File: config.mk
export PLATFORM = sky130hd
export DESIGN_NAME = obi_mem_arbiter_flat
export DESIGN_NICKNAME = d
export VERILOG_FILES = /design/src/rtl/obi_arb_pkg.sv /design/src/rtl/obi_mem_arbiter_if.sv /design/src/rtl/obi_arb_id_fifo.sv /design/src/rtl/obi_mem_arbiter.sv /design/src/flat_wrapper.sv
export SDC_FILE = /design/constraint.sdc
export NUM_CORES = 1
export LEC_CHECK = 0
export CAP_MARGIN = 10
export CORE_AREA = 2 2 121 123
export CTS_CLUSTER_DIAMETER = 150
export DETAILED_ROUTE_END_ITERATION = 10
export DIE_AREA = 0 0 123 125
export PLACE_DENSITY_LB_ADDON = 0.3
export SETUP_SLACK_MARGIN = 0.3
export SYNTH_ARGS = -nofsm -noshare
export SYNTH_HDL_FRONTEND = slang
export SYNTH_HIERARCHICAL = 1
export SYNTH_SLANG_ARGS = --single-unit
File: constraint.sdc
create_clock -name clk_i -period 2.2 [get_ports clk_i]
set_clock_uncertainty 0.05 [all_clocks]
set_input_delay 0.55 -clock clk_i [delete_from_list [all_inputs] [get_ports clk_i]]
set_output_delay 0.55 -clock clk_i [all_outputs]
set_load 0.1 [all_outputs]
File: src/rtl/obi_arb_pkg.sv
// Shared source-ID type and arbitration-mode constants for the OBI memory arbiter.
package obi_arb_pkg;

    typedef enum logic {
        SRC_INSTR = 1'b0,
        SRC_DATA  = 1'b1
    } arb_src_e;

    localparam int unsigned ARB_RR    = 0;
    localparam int unsigned ARB_FIXED = 1;

    function automatic arb_src_e other_src(input arb_src_e s);
        return (s == SRC_INSTR) ? SRC_DATA : SRC_INSTR;
    endfunction

endpackage

File: src/rtl/obi_mem_arbiter_if.sv
// One OBI request/response channel; master drives the request, slave answers with gnt/rvalid/rdata.
interface obi_mem_arbiter_if #(
    parameter int unsigned ADDR_WIDTH = 32,
    parameter int unsigned DATA_WIDTH = 32
);
    localparam int unsigned BE_WIDTH = DATA_WIDTH / 8;

    logic                  req;
    logic [ADDR_WIDTH-1:0] addr;
    logic                  we;
    logic [BE_WIDTH-1:0]   be;
    logic [DATA_WIDTH-1:0] wdata;
    logic                  gnt;
    logic                  rvalid;
    logic [DATA_WIDTH-1:0] rdata;

    modport master (output req, addr, we, be, wdata, input gnt, rvalid, rdata);
    modport slave  (input req, addr, we, be, wdata, output gnt, rvalid, rdata);

endinterface

File: src/rtl/obi_arb_id_fifo.sv
// In-order FIFO of granted-transfer sources; the head tells which master owns the next response.
module obi_arb_id_fifo
    import obi_arb_pkg::*;
#(
    parameter int unsigned DEPTH = 2
) (
    input  logic     clk_i,
    input  logic     rst_ni,
    input  logic     push_i,
    input  arb_src_e src_i,
    input  logic     pop_i,
    output arb_src_e head_o,
    output logic     full_o,
    output logic     empty_o
);

    localparam int unsigned      PTR_W    = (DEPTH > 1) ? $clog2(DEPTH) : 1;
    localparam int unsigned      CNT_W    = $clog2(DEPTH + 1);
    localparam logic [PTR_W-1:0] LAST_PTR = PTR_W'(DEPTH - 1);
    localparam logic [CNT_W-1:0] FULL_CNT = CNT_W'(DEPTH);

    arb_src_e         ids_q [DEPTH];
    arb_src_e         ids_d [DEPTH];
    logic [PTR_W-1:0] wr_ptr_q, wr_ptr_d;
    logic [PTR_W-1:0] rd_ptr_q, rd_ptr_d;
    logic [CNT_W-1:0] count_q, count_d;

    function automatic logic [PTR_W-1:0] ptr_inc(input logic [PTR_W-1:0] p);
        return (p == LAST_PTR) ? '0 : p + PTR_W'(1);
    endfunction

    always_comb begin
        ids_d    = ids_q;
        wr_ptr_d = wr_ptr_q;
        rd_ptr_d = rd_ptr_q;
        count_d  = count_q;
        if (push_i) begin
            ids_d[wr_ptr_q] = src_i;
            wr_ptr_d        = ptr_inc(wr_ptr_q);
        end
        if (pop_i) begin
            rd_ptr_d = ptr_inc(rd_ptr_q);
        end
        case ({push_i, pop_i})
            2'b10:   count_d = count_q + CNT_W'(1);
            2'b01:   count_d = count_q - CNT_W'(1);
            default: count_d = count_q;
        endcase
    end

    // Entry storage carries no reset: only the pointers and count decide what is valid.
    always_ff @(posedge clk_i) begin
        ids_q <= ids_d;
    end

    always_ff @(posedge clk_i or negedge rst_ni) begin
        if (!rst_ni) begin
            wr_ptr_q <= '0;
            rd_ptr_q <= '0;
            count_q  <= '0;
        end else begin
            wr_ptr_q <= wr_ptr_d;
            rd_ptr_q <= rd_ptr_d;
            count_q  <= count_d;
        end
    end

    assign head_o  = ids_q[rd_ptr_q];
    assign full_o  = (count_q == FULL_CNT);
    assign empty_o = (count_q == '0);

endmodule

File: src/rtl/obi_mem_arbiter.sv
// Shares one single-port OBI memory between the instruction and data masters, routing
// each response back to its issuer in grant order.
module obi_mem_arbiter
    import obi_arb_pkg::*;
#(
    parameter int unsigned ADDR_WIDTH      = 32,
    parameter int unsigned DATA_WIDTH      = 32,
    parameter int unsigned MAX_OUTSTANDING = 2,
    parameter int unsigned ARB_MODE        = ARB_RR
) (
    input  logic              clk_i,
    input  logic              rst_ni,
    obi_mem_arbiter_if.slave  instr_bus,
    obi_mem_arbiter_if.slave  data_bus,
    obi_mem_arbiter_if.master mem_bus
);

    localparam int unsigned BE_WIDTH = DATA_WIDTH / 8;

    logic     en_q, en_d;
    logic     lock_q, lock_d;
    arb_src_e lock_src_q, lock_src_d;
    arb_src_e rr_q, rr_d;
    arb_src_e sel;
    arb_src_e head_src;
    logic     mem_req, granted, pop, fifo_full, fifo_empty;

    logic [ADDR_WIDTH-1:0] sel_addr;
    logic                  sel_we;
    logic [BE_WIDTH-1:0]   sel_be;
    logic [DATA_WIDTH-1:0] sel_wdata;

    // The instruction port is read-only; its write-side signals are intentionally ignored.
    logic unused_instr;
    assign unused_instr = ^{instr_bus.we, instr_bus.be, instr_bus.wdata};

    always_comb begin
        sel = rr_q;
        if (lock_q) begin
            sel = lock_src_q;
        end else if (instr_bus.req && !data_bus.req) begin
            sel = SRC_INSTR;
        end else if (data_bus.req && !instr_bus.req) begin
            sel = SRC_DATA;
        end else if (ARB_MODE == ARB_FIXED) begin
            sel = SRC_DATA;
        end
    end

    always_comb begin
        sel_addr  = instr_bus.addr;
        sel_we    = 1'b0;
        sel_be    = '1;
        sel_wdata = '0;
        if (sel == SRC_DATA) begin
            sel_addr  = data_bus.addr;
            sel_we    = data_bus.we;
            sel_be    = data_bus.be;
            sel_wdata = data_bus.wdata;
        end
    end

    assign mem_req = en_q && (instr_bus.req || data_bus.req) && !fifo_full;
    assign granted = mem_req && mem_bus.gnt;
    assign pop     = mem_bus.rvalid && !fifo_empty;

    // An ungranted offer pins the selection so the memory sees a stable request.
    always_comb begin
        en_d       = 1'b1;
        lock_d     = lock_q;
        lock_src_d = lock_src_q;
        rr_d       = rr_q;
        if (mem_req) begin
            lock_d     = !mem_bus.gnt;
            lock_src_d = sel;
        end
        if (granted) begin
            rr_d = other_src(sel);
        end
    end

    always_ff @(posedge clk_i or negedge rst_ni) begin
        if (!rst_ni) begin
            en_q       <= 1'b0;
            lock_q     <= 1'b0;
            lock_src_q <= SRC_INSTR;
            rr_q       <= SRC_INSTR;
        end else begin
            en_q       <= en_d;
            lock_q     <= lock_d;
            lock_src_q <= lock_src_d;
            rr_q       <= rr_d;
        end
    end

    obi_arb_id_fifo #(
        .DEPTH (MAX_OUTSTANDING)
    ) u_id_fifo (
        .clk_i   (clk_i),
        .rst_ni  (rst_ni),
        .push_i  (granted),
        .src_i   (sel),
        .pop_i   (pop),
        .head_o  (head_src),
        .full_o  (fifo_full),
        .empty_o (fifo_empty)
    );

    assign mem_bus.req   = mem_req;
    assign mem_bus.addr  = sel_addr;
    assign mem_bus.we    = sel_we;
    assign mem_bus.be    = sel_be;
    assign mem_bus.wdata = sel_wdata;

    assign instr_bus.gnt    = granted && (sel == SRC_INSTR);
    assign data_bus.gnt     = granted && (sel == SRC_DATA);
    assign instr_bus.rvalid = pop && (head_src == SRC_INSTR);
    assign data_bus.rvalid  = pop && (head_src == SRC_DATA);
    assign instr_bus.rdata  = mem_bus.rdata;
    assign data_bus.rdata   = mem_bus.rdata;

    assert property (@(posedge clk_i) disable iff (!rst_ni) instr_bus.gnt |-> instr_bus.req);
    assert property (@(posedge clk_i) disable iff (!rst_ni) data_bus.gnt |-> data_bus.req);
    assert property (@(posedge clk_i) disable iff (!rst_ni) !(instr_bus.gnt && data_bus.gnt));
    assert property (@(posedge clk_i) disable iff (!rst_ni)
                     (mem_req && !mem_bus.gnt) |=> $stable(mem_bus.addr));
    assert property (@(posedge clk_i) disable iff (!rst_ni) mem_bus.rvalid |-> !fifo_empty)
        else $warning("memory response with no outstanding transfer dropped");

endmodule

File: src/flat_wrapper.sv
// flat-port wrapper written by rule: the top's interface ports become plain ports
module obi_mem_arbiter_flat import obi_arb_pkg::*;
#(
    parameter int unsigned ADDR_WIDTH      = 32,
    parameter int unsigned DATA_WIDTH      = 32,
    parameter int unsigned MAX_OUTSTANDING = 2,
    parameter int unsigned ARB_MODE        = ARB_RR
)
  (clk_i, rst_ni, instr_bus_req, instr_bus_addr, instr_bus_we, instr_bus_be, instr_bus_wdata, instr_bus_gnt, instr_bus_rvalid, instr_bus_rdata, data_bus_req, data_bus_addr, data_bus_we, data_bus_be, data_bus_wdata, data_bus_gnt, data_bus_rvalid, data_bus_rdata, mem_bus_req, mem_bus_addr, mem_bus_we, mem_bus_be, mem_bus_wdata, mem_bus_gnt, mem_bus_rvalid, mem_bus_rdata);
  obi_mem_arbiter_if #(.ADDR_WIDTH(ADDR_WIDTH), .DATA_WIDTH(DATA_WIDTH)) instr_bus_i ();
  obi_mem_arbiter_if #(.ADDR_WIDTH(ADDR_WIDTH), .DATA_WIDTH(DATA_WIDTH)) data_bus_i ();
  obi_mem_arbiter_if #(.ADDR_WIDTH(ADDR_WIDTH), .DATA_WIDTH(DATA_WIDTH)) mem_bus_i ();
  input  logic clk_i;
  input  logic rst_ni;
  input wire logic [$bits(instr_bus_i.req)-1:0] instr_bus_req;
  input wire logic [$bits(instr_bus_i.addr)-1:0] instr_bus_addr;
  input wire logic [$bits(instr_bus_i.we)-1:0] instr_bus_we;
  input wire logic [$bits(instr_bus_i.be)-1:0] instr_bus_be;
  input wire logic [$bits(instr_bus_i.wdata)-1:0] instr_bus_wdata;
  output wire logic [$bits(instr_bus_i.gnt)-1:0] instr_bus_gnt;
  output wire logic [$bits(instr_bus_i.rvalid)-1:0] instr_bus_rvalid;
  output wire logic [$bits(instr_bus_i.rdata)-1:0] instr_bus_rdata;
  input wire logic [$bits(data_bus_i.req)-1:0] data_bus_req;
  input wire logic [$bits(data_bus_i.addr)-1:0] data_bus_addr;
  input wire logic [$bits(data_bus_i.we)-1:0] data_bus_we;
  input wire logic [$bits(data_bus_i.be)-1:0] data_bus_be;
  input wire logic [$bits(data_bus_i.wdata)-1:0] data_bus_wdata;
  output wire logic [$bits(data_bus_i.gnt)-1:0] data_bus_gnt;
  output wire logic [$bits(data_bus_i.rvalid)-1:0] data_bus_rvalid;
  output wire logic [$bits(data_bus_i.rdata)-1:0] data_bus_rdata;
  output wire logic [$bits(mem_bus_i.req)-1:0] mem_bus_req;
  output wire logic [$bits(mem_bus_i.addr)-1:0] mem_bus_addr;
  output wire logic [$bits(mem_bus_i.we)-1:0] mem_bus_we;
  output wire logic [$bits(mem_bus_i.be)-1:0] mem_bus_be;
  output wire logic [$bits(mem_bus_i.wdata)-1:0] mem_bus_wdata;
  input wire logic [$bits(mem_bus_i.gnt)-1:0] mem_bus_gnt;
  input wire logic [$bits(mem_bus_i.rvalid)-1:0] mem_bus_rvalid;
  input wire logic [$bits(mem_bus_i.rdata)-1:0] mem_bus_rdata;
  assign instr_bus_i.req = instr_bus_req;
  assign instr_bus_i.addr = instr_bus_addr;
  assign instr_bus_i.we = instr_bus_we;
  assign instr_bus_i.be = instr_bus_be;
  assign instr_bus_i.wdata = instr_bus_wdata;
  assign instr_bus_gnt = instr_bus_i.gnt;
  assign instr_bus_rvalid = instr_bus_i.rvalid;
  assign instr_bus_rdata = instr_bus_i.rdata;
  assign data_bus_i.req = data_bus_req;
  assign data_bus_i.addr = data_bus_addr;
  assign data_bus_i.we = data_bus_we;
  assign data_bus_i.be = data_bus_be;
  assign data_bus_i.wdata = data_bus_wdata;
  assign data_bus_gnt = data_bus_i.gnt;
  assign data_bus_rvalid = data_bus_i.rvalid;
  assign data_bus_rdata = data_bus_i.rdata;
  assign mem_bus_req = mem_bus_i.req;
  assign mem_bus_addr = mem_bus_i.addr;
  assign mem_bus_we = mem_bus_i.we;
  assign mem_bus_be = mem_bus_i.be;
  assign mem_bus_wdata = mem_bus_i.wdata;
  assign mem_bus_i.gnt = mem_bus_gnt;
  assign mem_bus_i.rvalid = mem_bus_rvalid;
  assign mem_bus_i.rdata = mem_bus_rdata;
  obi_mem_arbiter #(.ADDR_WIDTH(ADDR_WIDTH), .DATA_WIDTH(DATA_WIDTH), .MAX_OUTSTANDING(MAX_OUTSTANDING), .ARB_MODE(ARB_MODE)) u_core (.clk_i(clk_i), .rst_ni(rst_ni), .instr_bus(instr_bus_i), .data_bus(data_bus_i), .mem_bus(mem_bus_i));
endmodule
# Word-level counts from Yosys, hierarchy flattened

Index checks and enable logic that the tools add are counted.

Bits in registers: 10
Bits in latches: 0
Bits in writable memories: 0
Bits in read-only memories: 0
Input bits: 176
Output and inout bits: 138
Logic and storage cells: 59
Memories kept: 0

$add $sub $neg: 4
Multiply operators: 0
Divide/modulo/power cells: 0
$lt $le $gt $ge: 3
Equality and inequality tests: 3
Shifts and indexed selects: 0
Muxes and demuxes: 17
Bitwise logic cells: 4
Reductions and logical operators: 19

Operator list:

| operator                                                    | count |
|---|---|
| two-way mux 32 bit                                          | 2 |
| logical AND 1 bit                                           | 11 |
| two-way mux 1 bit                                           | 11 |
| logical NOT 1 bit                                           | 5 |
| equality test 2 bit (second input constant)                 | 2 |
| >= comparator 2 bit (second input constant)                 | 2 |
| two-way mux 4 bit                                           | 1 |
| inverter 1 -> 2 bit                                         | 2 |
| case mux 2 bit (2 select lines)                             | 1 |
| adder 1 bit (second input constant)                         | 2 |
| adder 2 x 1 -> 2 bit (second input constant)                | 1 |
| bitwise mux 2 bit                                           | 1 |
| equality test 2 x 1 -> 1 bit (second input constant)        | 1 |
| logical NOT 2 bit                                           | 1 |
| less-than comparator 2 x 1 -> 1 bit (second input constant) | 1 |
| inverter 1 bit                                              | 2 |
| nonzero test 2 bit                                          | 1 |
| subtractor 2 x 1 -> 2 bit (second input constant)           | 1 |
| demux 1 bit (select 1 bit)                                  | 1 |
| logical OR 1 bit                                            | 1 |

# Depth between registers and ports, before layout

Depth in word-level cells: 7
Mapped depth: 8

# By module

Netlist, hierarchy kept.

By module, submodules not included:

| module          | times used | cells each | area an instance (um^2) |
|---|---|---|---|
| obi_mem_arbiter | 1          | 163        | 1365.1 |
| obi_arb_id_fifo | 1          | 19         | 257.7 |

# Worst setup path before layout

Ideal clock, no wire load.

Path kind: reg2reg
Start: register u_core.u_id_fifo.count_q[0]
End: register u_core.lock_src_q
Arrival time: 3.415 ns
Setup slack: -1.390 ns
Cell stages (with the launch flop): 4
Clock period less this slack: 3.590 ns
Cell sequence: dfrtp_1 -> and2b_2 -> nor3b_1 -> mux2_2

Longest elaborated chain between the ends: 3

RTL lines:

| item                     | line                  | source |
|---|---|---|
| start: declaration       | obi_arb_id_fifo.sv:26 | `logic [CNT_W-1:0] count_q, count_d;` |
| start signal: assignment | obi_arb_id_fifo.sv:64 | `count_q <= count_d;` |
| equality test 2 bit      | obi_arb_id_fifo.sv:69 | `assign full_o = (count_q == FULL_CNT);` |
| net u_core.fifo_full     | obi_mem_arbiter.sv:26 | `logic mem_req, granted, pop, fifo_full, fifo_empty;` |
| logical NOT 1 bit        | obi_mem_arbiter.sv:63 | `assign mem_req = en_q && (instr_bus.req \|\| data_bus.req) && !fifo_full;` |
| logical AND 1 bit        | obi_mem_arbiter.sv:63 |  |
| net mem_bus_req          | flat_wrapper.sv:31    | `output wire logic [$bits(mem_bus_i.req)-1:0] mem_bus_req;` |
| end signal: assignment   | obi_mem_arbiter.sv:91 | `lock_src_q <= lock_src_d;` |
| end: declaration         | obi_mem_arbiter.sv:22 | `arb_src_e lock_src_q, lock_src_d;` |

The timed path passes the listed nets, and every way through them passes these cells.
A chain may end at the register's enable or synchronous reset.

# Worst setup path in the final report

Start: input port instr_bus_req
End: output port mem_bus_addr[27]

Longest elaborated chain between the ends: 6

RTL lines:

| item                   | line                  | source |
|---|---|---|
| start: declaration     | flat_wrapper.sv:15    | `input wire logic [$bits(instr_bus_i.req)-1:0] instr_bus_req;` |
| logical NOT 1 bit      | obi_mem_arbiter.sv:43 | `end else if (data_bus.req && !instr_bus.req) begin` |
| logical AND 1 bit      | obi_mem_arbiter.sv:43 |  |
| two-way mux 1 bit      | obi_mem_arbiter.sv:43 |  |
| two-way mux 1 bit (*)  | obi_mem_arbiter.sv:41 | `end else if (instr_bus.req && !data_bus.req) begin` |
| two-way mux 1 bit (*)  | obi_mem_arbiter.sv:39 | `if (lock_q) begin` |
| two-way mux 32 bit (*) | obi_mem_arbiter.sv:55 | `if (sel == SRC_DATA) begin` |
| end: declaration       | flat_wrapper.sv:32    | `output wire logic [$bits(mem_bus_i.addr)-1:0] mem_bus_addr;` |

Mark *: on every way between the ends. The rest lies on a longest branch, timed or not.

==> impl_metrics.toml <==
[outcome]
status = "complete, but fails checks"
failed_checks = "setup timing"

[clock_network]
cts_sinks = 10
cts_root_buffer = "clkbuf_16"
clkLatencyLatePin_ns = 0.23
cts-hold-fix-buffers = 0
cts_tree = "built"
cts.reportedPaths.clkPinSlew_ns = 0.04
cts_max_path_buffers = 2
cts_htree_levels = 1
numCtsBuffers = 3

[synth]
syn_nets = 359
synth-seq-cells = 10
yosysSeqAreaShare = 0.160
syn_inst = 182
syn-cell-area_mm2 = 0.00162
yosysUniqueCellTypes = 25
avgSynthCellArea_um2 = 8.92
yosys_warnings = 6

[hold_path]
holdPathStages = 1
hold_path.class = "reg2reg"

[worst_setup_path]
end_kind = "primary output"
worstPathMaxFanout = 7
crit_family = "buffers and inverters"
critPathRequiredTime_ns = 1.60
critPathArrivalTime_ns = 1.99
reg2reg_depth = 10
path_cells = "buf_6 > a21boi_4 > o31ai_4 > buf_12 > buf_12 > buf_16 > buf_12 > mux2_4 > buf_12"
critPathKind = "in2out"
cp_common_cell = "buf_12"
worst_path_max_delay_cell = "mux2_4"
start_kind = "input pin"
cp_num_cells = 9
max_stage_delay_ns = 0.31
worst-path-buf-inv = 6

[timing]
period_share = 1.18
finalSetupViolations = 71
rsz0062_at_grt = "true"
tns_ns = -19.80
setup_slack_ns = -0.386
post-route-min-period_ns = 2.59
slew_viol_final = 0
fmax_ghz = 0.387
hold_violations = 0
hold_slack_ns = 0.470

[floorplan]
core_area_mm2 = 0.0142
die_y_um = 125
dieArea_mm2 = 0.0154
boundaryPins = 314
die_w_um = 123
start_util = 0.114
rows = 44

[routing]
drtIter0Drc = 27
drt-vias-per-instance = 3.41
routed_wl_um = 7490
routedWlPerCell_um = 14.2
drtPass1Iterations = 4
drc = 0
ant_nets = 0
num_vias = 1796

[cells_and_area]
fill_cells = 1395
layout.cells.most_common = "clkdlybuf4s50_1"
drive_gt1_frac = 0.637
num_antenna_cells = 0
mostFrequentLayoutCells = "clkdlybuf4s50_1 (102), buf_12 (84), and2_4 (34), mux2_4 (32), buf_4 (22)"
area_delta_synth_final_pct = 204
final_cells = 526
layout.nets = 520

[power]
p_sw_w = 0.00524
combPwrFrac = 0.932
p_sw_frac = 0.532
power_frac_seq = 0.035
p_leak_nw = 2.16
power_density_mw_per_mm2 = 2000
ir_worst_vdd_mv = 0.933
pwr-share-clk = 0.033
p_int_w = 0.00462

[run]
max_cap_viol_count = 0

[global_routing]
antenna_found_initial = 0
grt_max_degree = 11
grt_pass1_wl_um = 10600
track_usage = 0.0894
grt_pass1_vias = 1836
grt-ovfl-total = 0

[placement]
hpwl_um = 5660
place_inst = 487
port_buffers = 180
gp_congestion = 0.697
[what timing repair did]
action | CTS | global route
gates resized for setup | 58 | 19
cloned | 4 | 1
buffers inserted | 23 | 7
hold endpoints to repair | 0 | 0
endpoints found under the setup margin | 79 | 75
pin swaps | 11 | 17
[state kept, by name, indices dropped and copies added (netlist names)]
signal,flops
u_core/u_id_fifo/ids_q,2
u_core/u_id_fifo/rd_ptr_q,1
u_core/rr_q,1
u_core/u_id_fifo/wr_ptr_q,1
u_core/lock_src_q,1
u_core/en_q,1
u_core/lock_q,1
u_core/u_id_fifo/count_q,2
[metal layers]
layer,vias up,wire [um],track usage
met5,-,0,0
met1,822,2610,0.0993
met3,5,876,0.0360
li1,839,-,-
met4,0,14,0.00869
met2,130,3990,0.164
[through the flow]
| step | util | total power, W | instance area (um2) | worst slack, ns |
|---|---|---|---|---|
| after detailed placement | 0.296 | 0.00805 | 4210 | -0.812 |
| after CTS | 0.335 | 0.00962 | 4760 | -0.428 |
| final | 0.347 | 0.00987 | 4930 | -0.386 |
| after floorplan | - | 0.00589 | 1860 | -0.0788 |
| after global placement | 0.296 | 0.00803 | 4210 | -0.796 |
| after global routing | 0.347 | 0.0102 | 4930 | -0.435 |
[synthesized netlist by cell type, drive strengths merged]
cell	number	area, um2
o21a	1	7.51
mux2i	1	10.0
dfrtp	8	200
buf	70	532
nor2	6	22.5
xnor2	2	17.5
ha	1	12.5
xor2	3	26.3
nand2b	4	25.0
edfxtp	2	60.1
nand2	1	3.75
nor3b	1	7.51
nand4bb	1	11.3
mux2	34	383
a21boi	1	11.3
and2b	1	8.76
o31ai	1	21.3
nor2b	3	18.8
clkbuf	2	10.0
and2	35	219
inv	3	11.3
conb	1	3.75
[power by group through the flow]
stage | clock network (W) | registers, W | logic [W]
after CTS | 0.000330 | 0.000332 | 0.00896
final | 0.000323 | 0.000344 | 0.00920
after global routing | 0.000341 | 0.000353 | 0.00949
after detailed placement | 0 | 0.000339 | 0.00771
after global placement | 0 | 0.000336 | 0.00769
after floorplan | 0 | 0.000325 | 0.00557
[cell type report]
| cell class | instances | area [um2] | share of cell area |
|---|---|---|---|
| timing repair buffer | 228 | 3190 | 0.648 |
| multi-input combinational | 97 | 1150 | 0.233 |
| sequential | 10 | 263 | 0.0533 |
| tap | 184 | 230 | 0.0467 |
| clock buffer | 3 | 75.1 | 0.0152 |
| inverter | 3 | 11.3 | 0.00229 |
| clock inverter | 1 | 3.75 | 0.000762 |
[cell families after synthesis]
group,synth area share
flip-flops,0.160
buffers and inverters,0.341
other,0.00231
multiplexers,0.242
AND/OR/NAND/NOR,0.195
adder cells (fa/ha/maj),0.00771
AO/OA/AOI/OAI,0.0247
XOR/XNOR,0.0270
[worst reg2reg max path, cell delays in order, from the launching register on]
cell and delay [ns]:
dfrtp_1 0.36, and2b_2 0.27, nand4bb_4 0.22, buf_6 0.13, buf_6 0.11, inv_2 0.05
inv_2 0.04, ha_4 0.15, xnor2_2 0.14, nor2_2 0.06, xor2_1 0.15
[final timing paths]
kind | startpoint | to | slack (ns)
min in group asynchronous | rst_ni | u_core/u_id_fifo/count_q[0]$_DFFE_PN0P_ | 0.57
setup reg to reg | u_core/u_id_fifo/count_q[0]$_DFFE_PN0P_ | u_core/u_id_fifo/count_q[1]$_DFFE_PN0P_ | 0.36
max in group asynchronous | rst_ni | u_core/lock_q$_DFFE_PN0N_ | 1.22
hold reg to reg | u_core/u_id_fifo/wr_ptr_q$_DFFE_PN0P_ | u_core/u_id_fifo/wr_ptr_q$_DFFE_PN0P_ | 0.47
setup / recovery | instr_bus_req | mem_bus_addr[27] | -0.39
hold / removal | u_core/u_id_fifo/wr_ptr_q$_DFFE_PN0P_ | u_core/u_id_fifo/wr_ptr_q$_DFFE_PN0P_ | 0.47
(Power assumes the default switching activity.)
